$ cat src/rtl/bls_div_pkg.sv
// Shared types and sizing helpers for the time-shared BLS restoring divider.
package bls_div_pkg;
    typedef enum logic [1:0] {IDLE, RUN, DONE} state_t;

    localparam int DIVISOR_W      = 4;
    localparam int DIVIDEND_W_DEF = 8;

    // Iteration counter width: ceil(log2(w)), never below one bit.
    function automatic int cnt_width(input int w);
        return (w < 2) ? 1 : $clog2(w);
    endfunction
endpackage

$ cat src/rtl/Lab2_4_bit_BLS_behavioral.sv
// 4-bit borrow-lookahead subtractor: d = a - b - bin, bout is the borrow out of bit 3.
module Lab2_4_bit_BLS_behavioral (
    input  logic [3:0] a,
    input  logic [3:0] b,
    input  logic       bin,
    output logic [3:0] d,
    output logic       bout
);
    logic [3:0] g, p;
    logic [4:0] c;

    // A bit generates a borrow when a=0,b=1 and propagates one when a==b.
    assign g = ~a & b;
    assign p = ~(a ^ b);

    assign c[0] = bin;
    assign c[1] = g[0] | (p[0] & bin);
    assign c[2] = g[1] | (p[1] & g[0]) | (p[1] & p[0] & bin);
    assign c[3] = g[2] | (p[2] & g[1]) | (p[2] & p[1] & g[0]) | (p[2] & p[1] & p[0] & bin);
    assign c[4] = g[3] | (p[3] & g[2]) | (p[3] & p[2] & g[1]) | (p[3] & p[2] & p[1] & g[0])
                | (p[3] & p[2] & p[1] & p[0] & bin);

    assign d    = a ^ b ^ c[3:0];
    assign bout = c[4];
endmodule

$ cat src/rtl/bls_restoring_divider.sv
// Restoring divider: one quotient bit per clock through a single shared 4-bit BLS subtractor.
module bls_restoring_divider
    import bls_div_pkg::*;
#(
    parameter int DIVIDEND_W = DIVIDEND_W_DEF
) (
    input  logic                  clk,
    input  logic                  rst,
    input  logic                  start,
    input  logic [DIVIDEND_W-1:0] dividend,
    input  logic [DIVISOR_W-1:0]  divisor,
    output logic                  busy,
    output logic                  done,
    output logic [DIVIDEND_W-1:0] quotient,
    output logic [DIVISOR_W-1:0]  remainder,
    output logic                  div_by_zero
);
    localparam int CW = cnt_width(DIVIDEND_W);

    state_t                state_q, state_d;
    logic [DIVIDEND_W-1:0] dvd_q, quo_q;
    logic [DIVISOR_W-1:0]  dvs_q, rem_q;
    logic [CW-1:0]         cnt_q;
    logic                  dbz_q;

    logic [DIVISOR_W:0]    trial;
    logic [DIVISOR_W-1:0]  diff, rem_nxt;
    logic                  bout, accept, last, take;

    assign trial = {rem_q, dvd_q[DIVIDEND_W-1]};

    Lab2_4_bit_BLS_behavioral u_bls (
        .a    (trial[3:0]),
        .b    (dvs_q),
        .bin  (1'b0),
        .d    (diff),
        .bout (bout)
    );

    // With trial[4] set the trial is at least 16, so the 4-bit difference is exact.
    assign accept  = trial[4] | ~bout;
    assign rem_nxt = accept ? diff : trial[3:0];
    assign last    = (cnt_q == CW'(DIVIDEND_W - 1));
    assign take    = start && (state_q != RUN);

    always_comb begin
        state_d = state_q;
        case (state_q)
            IDLE, DONE: begin
                if (start)
                    state_d = (divisor == '0) ? DONE : RUN;
                else
                    state_d = IDLE;
            end
            RUN:     if (last) state_d = DONE;
            default: state_d = IDLE;
        endcase
    end

    always_ff @(posedge clk) begin
        if (rst) state_q <= IDLE;
        else     state_q <= state_d;
    end

    always_ff @(posedge clk) begin
        if (rst) begin
            dvd_q <= '0;
            dvs_q <= '0;
            rem_q <= '0;
            quo_q <= '0;
            cnt_q <= '0;
            dbz_q <= 1'b0;
        end else if (take) begin
            dvd_q <= dividend;
            dvs_q <= divisor;
            cnt_q <= '0;
            if (divisor == '0) begin
                quo_q <= '1;
                rem_q <= 4'(dividend);
                dbz_q <= 1'b1;
            end else begin
                quo_q <= '0;
                rem_q <= '0;
                dbz_q <= 1'b0;
            end
        end else if (state_q == RUN) begin
            rem_q <= rem_nxt;
            quo_q <= (quo_q << 1) | DIVIDEND_W'(accept);
            dvd_q <= dvd_q << 1;
            cnt_q <= cnt_q + 1'b1;
        end
    end

    assign busy        = (state_q == RUN);
    assign done        = (state_q == DONE);
    assign quotient    = quo_q;
    assign remainder   = rem_q;
    assign div_by_zero = dbz_q;
endmodule

$ cat config.mk
export PLATFORM = sky130hd
export DESIGN_NAME = bls_restoring_divider
export DESIGN_NICKNAME = d
export VERILOG_FILES = /design/src/rtl/bls_div_pkg.sv /design/src/rtl/Lab2_4_bit_BLS_behavioral.sv /design/src/rtl/bls_restoring_divider.sv
export SDC_FILE = /design/constraint.sdc
export NUM_CORES = 1
export LEC_CHECK = 0
export CAP_MARGIN = 10
export CORE_MARGIN = 1.5
export CORE_UTILIZATION = 54
export DETAILED_ROUTE_END_ITERATION = 8
export PLACE_DENSITY = 0.83
export SKIP_LAST_GASP = 1
export SYNTH_ARGS = -nofsm -noshare
export SYNTH_HDL_FRONTEND = slang
export SYNTH_SLANG_ARGS = --single-unit
$ cat constraint.sdc
create_clock -name clk -period 3.9 [get_ports clk]
set_clock_uncertainty 0.15 [all_clocks]
set_input_delay 0.975 -clock clk [delete_from_list [all_inputs] [get_ports clk]]
set_output_delay 0.975 -clock clk [all_outputs]
set_load 0.05 [all_outputs]
Yosys cells after proc, flatten, opt, wreduce, memory -nomap -nowiden
Index checks and enable logic that the tools add are counted.
{"block": "totals", "regBits": 30, "inputBits": 15, "output_inout_bits": 15, "wordCells": 56}
{"block": "op_classes", "addsub": 1, "n_eq_ne": 5, "muxes": 14, "n_bitwise": 23, "n_reduce_logical": 6}
{"op": "8-bit two-way mux", "n": 5}
{"op": "4-bit two-way mux", "n": 4}
{"op": "1-bit bitwise AND", "n": 9}
{"op": "4-bit inverter", "n": 2}
{"op": "8-bit by 1-bit OR with 8-bit output", "n": 1}
{"op": "4-bit bitwise XOR", "n": 2}
{"op": "1-bit OR", "n": 7}
{"op": "2-bit two-way mux", "n": 3}
{"op": "4-bit bitwise AND", "n": 1}
{"op": "4-bit zero test", "n": 1}
{"op": "2-bit by 1-bit != test with 1-bit output (second input constant)", "n": 2}
{"op": "2-bit one-hot mux with 2 select lines", "n": 1}
{"op": "2-bit OR reduction", "n": 2}
{"op": "3-bit by 1-bit adder with 3-bit output (second input constant)", "n": 1}
{"op": "3-bit == test (second input constant)", "n": 1}
{"op": "2-bit by 1-bit == test with 1-bit output (second input constant)", "n": 1}
{"op": "2-bit == test (second input constant)", "n": 1}
{"op": "2-bit zero test", "n": 1}
{"op": "2-bit nonzero test", "n": 1}
{"op": "1-bit logical AND", "n": 1}
{"op": "1-bit two-way mux", "n": 1}
{"op": "1-bit inverter", "n": 1}

Logic depth before layout (Yosys ltp)
{"block": "logic_depth", "word_depth": 11, "depth_mapped": 7, "ltp_nobuf": 7}

Modules after synthesis
Synthesis repeated with hierarchy kept, for this count alone.
{"block": "unflattened", "cells_unflattened": 173, "hier_area_um2": 1572.8}
{"mod": "bls_restoring_divider", "instances": 1, "cells_per_inst": 146, "area_each_um2": 1372.6, "seq_area_each_um2": 600.6}
{"mod": "Lab2_4_bit_BLS_behavioral", "instances": 1, "cells_per_inst": 27, "area_each_um2": 200.2, "seq_area_each_um2": 0.0}

Worst setup path after synthesis
No wires, ideal clock.
{"block": "synth_path", "path_type": "register to register", "start": "reg rem_q[0] (netlist: remainder[0])", "end": "reg rem_q[1] (netlist: remainder[1])", "setup_ns": 0.122, "t_arrival_ns": 1.939, "required_ns": 3.628, "slack_ns": 1.689, "stages_incl_launch_ff": 7, "path_buffers": 0, "period_less_slack_ns": 2.211, "cell_sequence": "dfxtp_1 > inv_1 > ha_1 > a41oi_1 > o21a_1 > nor2_1 > a311o_1"}
{"block": "synth_between", "elab_chain_len": 10, "elab_cells_between_ends": 15, "classes_between": "3 x mux; 12 x bitwise"}
{"item": "from (decl)", "line": "bls_restoring_divider.sv:22", "source": "logic [DIVISOR_W-1:0] dvs_q, rem_q;"}
{"item": "from (signal assigned)", "line": "bls_restoring_divider.sv:79", "source": "rem_q <= 4'(dividend);"}
{"item": "from (signal assigned)", "line": "bls_restoring_divider.sv:87", "source": "rem_q <= rem_nxt;"}
{"item": "4-bit inverter or 4-bit bitwise XOR (tied branches)", "line": "Lab2_4_bit_BLS_behavioral.sv:13, Lab2_4_bit_BLS_behavioral.sv:14, Lab2_4_bit_BLS_behavioral.sv:23"}
{"item": "4-bit bitwise AND or 4-bit inverter (tied branches)", "line": "Lab2_4_bit_BLS_behavioral.sv:13, Lab2_4_bit_BLS_behavioral.sv:14"}
{"item": "1-bit bitwise AND", "line": "Lab2_4_bit_BLS_behavioral.sv:20", "source": "assign c[4] = g[3] | (p[3] & g[2]) | (p[3] & p[2] & g[1]) | (p[3] & p[2] & p[1] & g[0])"}
{"item": "1-bit OR or 1-bit bitwise AND (tied branches)", "line": "Lab2_4_bit_BLS_behavioral.sv:20"}
{"item": "1-bit OR", "line": "Lab2_4_bit_BLS_behavioral.sv:20"}
{"item": "1-bit inverter", "line": "bls_restoring_divider.sv:41", "source": "assign accept = trial[4] | ~bout;"}
{"item": "1-bit OR", "line": "bls_restoring_divider.sv:41"}
{"item": "4-bit two-way mux *", "line": "bls_restoring_divider.sv:42", "source": "assign rem_nxt = accept ? diff : trial[3:0];"}
{"item": "4-bit two-way mux *", "line": "bls_restoring_divider.sv:86", "source": "end else if (state_q == RUN) begin"}
{"item": "4-bit two-way mux *", "line": "bls_restoring_divider.sv:73", "source": "end else if (take) begin"}
Mark *: on every way between the ends. The rest lies on a longest branch, timed or not. The select of a mux whose other input is x is not followed.
A chain may end at the register's enable or synchronous reset.

Final worst setup path
{"block": "layout_path", "start": "reg state_q[0]", "end": "out busy"}
{"block": "layout_between", "elab_chain_len": 1}
{"item": "from (decl)", "line": "bls_restoring_divider.sv:20", "source": "state_t state_q, state_d;"}
{"item": "from (signal assigned)", "line": "bls_restoring_divider.sv:62", "source": "else state_q <= state_d;"}
{"item": "2-bit by 1-bit == test with 1-bit output", "line": "bls_restoring_divider.sv:94", "source": "assign busy = (state_q == RUN);"}
{"item": "to (decl)", "line": "bls_restoring_divider.sv:12", "source": "output logic busy,"}
No other way between the ends.

==> results.sh <==
export IMPL_status="finished clean"
export IMPL_clock_latency_ns=0.34
export IMPL_clock_power_share=0.378
export IMPL_maxSlewViolCount=0
export IMPL_ys_flop_type="dfxtp_1"
export IMPL_ctsHtreeMaxLevel=2
export IMPL_drive_gt1_frac=0.0750
export IMPL_drt_total_wl_um=3420
export IMPL_drv_cap=0
export IMPL_numCtsBuffers=5
export IMPL_power_density_nw_per_um2=469
export IMPL_drt_iter0_markers=34
export IMPL_total_power_uw=882
export IMPL_dp_hpwl_um=2320
export IMPL_switching_power_uw=257
export IMPL_ys_types=36
export IMPL_dpl_cell_area_um2=1770
export IMPL_yosysTopAreaCell="dfxtp_1"
export IMPL_setup_viol_count_final=0
export IMPL_avgRoutedWirePerCell_um=14.9
export IMPL_worst_slew_margin_rel=0.559
export IMPL_die_area_um2=3050
export IMPL_swShare=0.292
export IMPL_hp_class="reg2reg"
export IMPL_cp_max_fo=15
export IMPL_layoutNonFillerInstCount=230
export IMPL_peakVddDrop_v=0.000521
export IMPL_final_util=0.746
export IMPL_hold_start="dvs_q[0]"
export IMPL_end_kind="primary output"
export IMPL_die_height_um=55.2
export IMPL_grt_pass1_wl_um=5690
export IMPL_hold_path_end="dvs_q[0]"
export IMPL_crit_type="reg2out"
export IMPL_viasPerCell=5.79
export IMPL_syn_area_per_cell_um2=8.66
export IMPL_ctsLongestPathBuffers=2
export IMPL_netlist_instances=170
export IMPL_grt_antenna_before_repair=0
export IMPL_r2r_cells=6
export IMPL_synth_edf_count=0
export IMPL_p_comb_frac=0.227
export IMPL_cp_required_ns=2.77
export IMPL_async_reset_ff_frac=0
export IMPL_syn_cell_area_um2=1470
export IMPL_nets=221
export IMPL_postCtsHoldBufs=0
export IMPL_grt_pass1_vias=1270
export IMPL_yosysWarnings=0
export IMPL_hold_depth=2
export IMPL_drc=0
export IMPL_groute_usage_overall=0.236
export IMPL_finalCritPeriodShare=0.814
export IMPL_cts_root_buf="clkbuf_4"
export IMPL_worst_pin_slew_ns=0.660
export IMPL_pwr_share_seq=0.395
export IMPL_cp_arrival_ns=2.05
export IMPL_place_congestion=0.784
export IMPL_core_region_area_um2=2520
export IMPL_synth_seq_cells=30
export IMPL_cts_sinks=30
export IMPL_drt_first_pass_iters=4
export IMPL_grt_max_degree=38
export IMPL_syn_nets=192
export IMPL_cts_tree="yes"
export IMPL_seq_area_frac_synth=0.408
export IMPL_regToRegStartpoint="remainder[0]"
export IMPL_post_synth_top_count_cell="dfxtp_1"
export IMPL_ios=30
export IMPL_die_w_um=55.2
export IMPL_io_buffers=29
export IMPL_synth_top_area_frac=0.408
export IMPL_max_freq_mhz=315
export IMPL_fin_crit_ns=3.18
export IMPL_cts_resized=0
export IMPL_critPathLaunchType="flop"
export IMPL_r2r_slack_ns=1.86
export IMPL_start_util=0.583
export IMPL_diodes=0
export IMPL_vias=1331
export IMPL_hold_viol=0
export IMPL_grt_overflow_total=0
export IMPL_p_leak_uw=0.000764
export IMPL_postRouteAntennaNets=0
export IMPL_post_cts_buffers=0
export IMPL_fin_area_um2=1880
export IMPL_num_rows=18
export IMPL_rsz0062_at_grt="no"
export IMPL_r2r_end="remainder[1]"
export IMPL_syn2layout_area_growth_pct=27.9
export IMPL_ys_top_cells_by_count="dfxtp_1 (30), nor2_1 (24), nor3_1 (16)"
export IMPL_yosys_top_cells_area="dfxtp_1 (41%), nor2_1 (6.1%), mux2i_1 (5.4%)"
export IMPL_path_clk_slew_ns=0.10
export IMPL_intPower_uw=625
export IMPL_dp_cells=222
export IMPL_tns_ns=0
-- per-stage QoR --
step	setup slack, ns	hold WS [ns]
3_5_place_dp	0.990	0.305
2_1_floorplan	1.69	0.290
6_report	0.724	0.316
3_3_place_gp	1.03	0.305
5_1_grt	0.615	0.347
4_1_cts	0.723	0.319
-- logic make-up after synthesis --
group | share of synthesized area
buffers and inverters | 0.0604
AND/OR/NAND/NOR | 0.207
XOR/XNOR | 0.0119
flip-flops | 0.408
AO/OA/AOI/OAI | 0.193
adder cells (fa/ha/maj) | 0.0646
multiplexers | 0.0544
-- power groups by stage --
| stage | logic [µW] | clock network, µW | registers (µW) |
|---|---|---|---|
| after floorplan | 98.6 | 0 | 391 |
| after global placement | 192 | 0 | 353 |
| after detailed placement | 198 | 0 | 355 |
| after CTS | 199 | 335 | 348 |
| after global routing | 216 | 350 | 351 |
| final | 200 | 334 | 348 |
-- layout make-up --
class,count,area (µm²)
fillers,190,641
repair buffers,32,313
flip-flops and latches,30,601
clock inverters,2,60.1
clock buffers,6,51.3
well taps,30,37.5
inverters,10,37.5
multi-input cells,120,782
-- worst max-delay path by stage --
stage / slack, ns / cells past startpoint / to / from
6_report: 0.72 / 3 / busy / state_q[0]
5_1_grt: 0.62 / 3 / busy / state_q[0]
4_1_cts: 0.72 / 3 / busy / state_q[0]
3_5_place_dp: 0.99 / 6 / remainder[3] / start
3_3_place_gp: 1.03 / 6 / remainder[3] / start
2_1_floorplan: 1.69 / 6 / remainder[1] / remainder[0]
-- layout by cell type, fill, tap and decap left out, types with 2 or more instances in the layout --
cell type,instances
buf_4,3
clkbuf_4,5
or3_1,2
a31oi_1,3
nor2b_1,2
xnor2_1,2
nand2b_1,3
mux2i_1,8
nor3_1,16
bufinv_16,2
inv_1,10
ha_1,6
a21oi_1,13
dfxtp_1,30
a211oi_1,7
nand2_1,8
clkdlybuf4s50_1,29
nor2_1,24
nand3_1,8
-- sequential cells by signal, indices dropped and copies added, names as in the netlist --
name,cells
dvd_q,8
quotient,8
dvs_q,4
remainder,4
cnt_q,3
state_q,2
div_by_zero,1
-- layer usage --
layer,track usage,share of wire,vias to the layer above
met3,0.0937,0.060,8
li1,-,-,666
met2,0.372,0.47,42
met5,0,0,-
met4,0.0941,0.015,0
met1,0.288,0.45,615
-- critical path: stages (launching register included) --
cell and delay, ns:
dfxtp_1 0.38, nand2b_1 0.08, inv_1 0.35, clkdlybuf4s50_1 0.89
(Power assumes the default switching activity.)
==> edit 1: new RTL, config.mk and constraints unchanged <==
Set the package constant `DIVIDEND_W_DEF` to 10 (it was 8).
--- a/src/rtl/bls_div_pkg.sv
+++ b/src/rtl/bls_div_pkg.sv
@@ -3,7 +3,7 @@
     typedef enum logic [1:0] {IDLE, RUN, DONE} state_t;
 
     localparam int DIVISOR_W      = 4;
-    localparam int DIVIDEND_W_DEF = 8;
+    localparam int DIVIDEND_W_DEF = 10;
 
     // Iteration counter width: ceil(log2(w)), never below one bit.
     function automatic int cnt_width(input int w);
Interface: changed (resized dividend and quotient); port bits go from 30 to 34. No check against the original RTL was run, so the function may have changed too.
==> edit 1 against the unedited design <==
Synthesized area is 19% higher. Global-route usage fell by 0.75 points. Combinational power grew 16%. Sequential cell count up 5. Via count grew 15%. Wire length rose by 12%. Critical path type unchanged. Setup slack better by 0.050 ns. Cell area rose by 13%. Total power decreased by 6.2%.
==> edit 1: results (changes against the unedited design) <==
| Metric | Value |
|---|---|
| Vias in the first global route | 1,399 (was 1,270) |
| GRT Util Overall | 22.9% (was 23.6%) |
| IO Port Bufs | 33 (was 29) |
| Mapped Nets | 227 (was 192) |
| Post-CTS Setup Bufs | 0 (unchanged) |
| Wire per inst | 13.9 um (was 14.9 um) |
| Layout cells sized above 1 | 5.60% (was 7.50%) |
| Final GP Congestion | 0.868 (was 0.784) |
| Met3 wire len | 163 um (was 206 um) |
| Part of the Yosys area used for sequential elements | 39.9% (was 40.8%) |
| Critical Path Fanout Max | 19 (was 15) |
| Dpl hpwl | 2710 um (was 2320 um) |
| Slew HR | 53.4% (was 55.9%) |
| Synth cell types | 42 (was 36) |
| Drt initial violations | 76 (was 34) |
| Global-route wire length before repair | 6190 um (was 5690 um) |
| Commonest cells post-synth | dfxtp_1 (35), nor2_1 (29), a211oi_1 (12), a21oi_1 (12), inv_1 (11) (was dfxtp_1 (30), nor2_1 (24), nor3_1 (16)) |
| Synth area leaders | dfxtp_1 (40%), nor2_1 (6.2%), mux2i_1 (5.7%) (was dfxtp_1 (41%), nor2_1 (6.1%), mux2i_1 (5.4%)) |
| Wl on met1 | 1800 um (was 1540 um) |
| GRT met3 Usage | 6.49% (was 9.37%) |
| Nets | 255 (was 221) |
| Switch Pwr | 279 uW (was 257 uW) |
| Largest net degree at the start of global routing | 44 (was 38) |
| Status | complete, no violations (unchanged) |
| Pre-CTS setup slack | 0.921 ns (was 0.990 ns) |
| Antenna cells | 0 (unchanged) |
| Filler instances | 258 (was 190) |
| CP max stage delay | 0.87 ns (was 0.89 ns) |
| Met2 routed WL | 1830 um (was 1620 um) |
| M1 GR Usage | 30.8% (was 28.8%) |
| Seq pwr | 407 uW (was 348 uW) |
| Leak pwr | 0.876 nW (was 0.764 nW) |
| Met2 Track Usage GR | 34.9% (was 37.2%) |
| Total Power | 828 uW (was 882 uW) |
| Worst VDD drop | 0.000232 V (was 0.000521 V) |
| Via/cell ratio | 5.55 (was 5.79) |
[edit 1: changes by cell type after synthesis, moves of 2 or more]
cell      delta
nor3_1      -14
dfxtp_1      +5
buf_2        -4
a21o_1       +9
nand3b_1     +2
o22ai_1      +9
mux2i_1      +2
o21ai_0      +2
clkbuf_1     +7
nor2_1       +5
a211oi_1     +5
[edit 1: metrics by stage]
| step | std cells | instance area, um2 |
|---|---|---|
| after detailed placement | 268 | 2080 |
| final | 276 | 2130 |
| after global routing | 276 | 2130 |
| after CTS | 276 | 2130 |
| after global placement | 268 | 2080 |
| after floorplan | 203 | 1760 |
[edit 1: final timing paths]
path                                    from           end  slack [ns]  depth (start not counted)
worst max-delay path              state_q[0]          busy        0.77                          3
worst min-delay path             div_by_zero   div_by_zero        0.31                          2
worst max register to register  remainder[0]  remainder[3]        1.93                          6
worst min register to register   div_by_zero   div_by_zero        0.31                          2
[edit 1: kinds of logic (layout without fill, tap and decap cells)]
group / Yosys count / after routing / synth area share (%)
XOR/XNOR: 2 / 2 / 0.997
buffers and inverters: 27 / 56 / 7.40
multiplexers: 10 / 10 / 5.69
flip-flops: 35 / 35 / 39.9
adder cells (fa/ha/maj): 7 / 7 / 5.41
AND/OR/NAND/NOR: 60 / 60 / 16.5
AO/OA/AOI/OAI: 62 / 62 / 24.1
[edit 1: area by class of cell]
type	count	share of cell area [%]
Clock buffer	7	2.11
Inverter	12	2.11
Sequential cell	35	32.9
Clock inverter	1	0.235
Multi-Input combinational cell	141	43.5
Timing Repair Buffer	36	16.6
Tap cell	44	2.58
[edit 1: worst max-delay path, delay by kind of cell, from the launching register on]
family	cells	cell delay, ns
buffers and inverters	2	1.14
DFF	1	0.40
and+or+nand+nor	1	0.13
==> edit 2: new RTL, same settings <==
Without the edit above. Re-encode `state_t` (3 states) as one-hot, 3 bits wide.
--- a/src/rtl/bls_div_pkg.sv
+++ b/src/rtl/bls_div_pkg.sv
@@ -1,6 +1,6 @@
 // Shared types and sizing helpers for the time-shared BLS restoring divider.
 package bls_div_pkg;
-    typedef enum logic [1:0] {IDLE, RUN, DONE} state_t;
+    typedef enum logic [2:0] {IDLE = 3'b001, RUN = 3'b010, DONE = 3'b100} state_t;
 
     localparam int DIVISOR_W      = 4;
     localparam int DIVIDEND_W_DEF = 8;
Check against the original RTL: no difference found for any inputs over 10 cycles, from zero or initial values and one cycle with rst high; not proved beyond that.
==> edit 2 against the unedited design <==
Setup slack worse by 0.11 ns. Largest power group unchanged. Cell area increased by 6.3%. Wire length grew 4.3%. Sequential cell count increased by 1. Synthesized area increased by 12%. Total power is 17% lower. Clock power is 21% lower. Global-route usage down 0.058 points.
==> edit 2: results (changes against the unedited design) <==
| Metric | Value |
|---|---|
| Status | complete, no violations (unchanged) |
| Min-delay worst type | reg2reg (unchanged) |
| Layout cells sized above 1 | 7.59% (was 7.50%) |
| Hold slack | 0.324 ns (was 0.316 ns) |
| CTS clock-pin slew for the worst setup and hold paths | 0.10 ns (about the same) |
| Synth area leaders | dfxtp_1 (38%), nor2_1 (6.2%), mux2i_1 (4.9%) (was dfxtp_1 (41%), nor2_1 (6.1%), mux2i_1 (5.4%)) |
| Drt initial violations | 67 (was 34) |
| Vias in the first global route | 1,355 (was 1,270) |
| Cell Count, Final, Fillers Out | 255 (was 230) |
| Final GP Congestion | 0.867 (was 0.784) |
| Dpl hpwl | 2580 um (was 2320 um) |
| GRT Util Overall | 23.6% (about the same) |
| Worst reg-to-reg setup slack | 1.71 ns (was 1.86 ns) |
| Commonest cells post-synth | dfxtp_1 (31), nor2_1 (27), inv_1 (15) (was dfxtp_1 (30), nor2_1 (24), nor3_1 (16)) |
| Part of the Yosys area used for sequential elements | 37.7% (was 40.8%) |
| Worst flop-to-flop path endpoint | remainder[3] (was remainder[1]) |
| CP max stage delay | 0.83 ns (was 0.89 ns) |
| Slew HR | 41.8% (was 55.9%) |
| Worst VDD drop | 0.000256 V (was 0.000521 V) |
| Synth cell types | 42 (was 36) |
| Placed insts | 247 (was 222) |
| Mapped Nets | 221 (was 192) |
| DP Area | 0.00191 mm2 (was 0.00177 mm2) |
| Wire per inst | 14.0 um (was 14.9 um) |
| Global-route wire length before repair | 6070 um (was 5690 um) |
## edit 2: changes by cell type in the layout (fill, tap and decap cells not counted), moves of 4 or more
cell,delta
inv_1,+5
nand2_1,+4
nor3_1,-9
o21ai_0,+9
o22ai_1,+7
## edit 2: how the worst max path moves through the flow
stage / to / slack [ns] / cells past startpoint / from
floorplan: done / 1.63 / 2 / state_q[0]
global placement: busy / 1.03 / 3 / state_q[1]
detailed placement: remainder[3] / 0.97 / 5 / start
CTS: busy / 0.60 / 3 / state_q[1]
global route: busy / 0.51 / 3 / state_q[1]
finish: busy / 0.61 / 3 / state_q[1]
## edit 2: power by group
group / switching [mW] / internal [mW] / total [mW]
Sequential: 0.0101 / 0.331 / 0.341
Clock: 0.113 / 0.151 / 0.265
Combinational: 0.0704 / 0.0519 / 0.122
## edit 2: final cells by class
type                    instances  area [um2]
clock inverters                 2        35.0
inverters                      16        61.3
multi-input cells             137         881
flip-flops and latches         31         621
repair buffers                 32         313
clock buffers                   6        51.3
fillers                       227         828
well taps                      31        38.8
## edit 2: stage by stage
step | setup slack [ns] | total power [mW]
global route | 0.508 | 0.759
detailed placement | 0.973 | 0.470
CTS | 0.600 | 0.733
floorplan | 1.63 | 0.430
global placement | 1.03 | 0.464
finish | 0.609 | 0.728
## edit 2: per-layer routing
layer	global-route usage [%]	vias to the layer above	share of wire, %
met5	0	-	0
met4	10.6	0	1.8
met3	6.47	6	5.3
met2	37.7	44	49
met1	29.7	711	44
li1	-	747	-
## edit 2: kinds of logic after synthesis
family,count (synthesis),synth area share [%]
AOI/OAI and AO/OA,54,22.0
xor gates and xnor gates,1,0.532
adders and majority gates,7,5.77
buffers and inverters,31,8.88
DFF,31,37.7
muxes,8,4.86
and+or+nand+nor,67,20.3
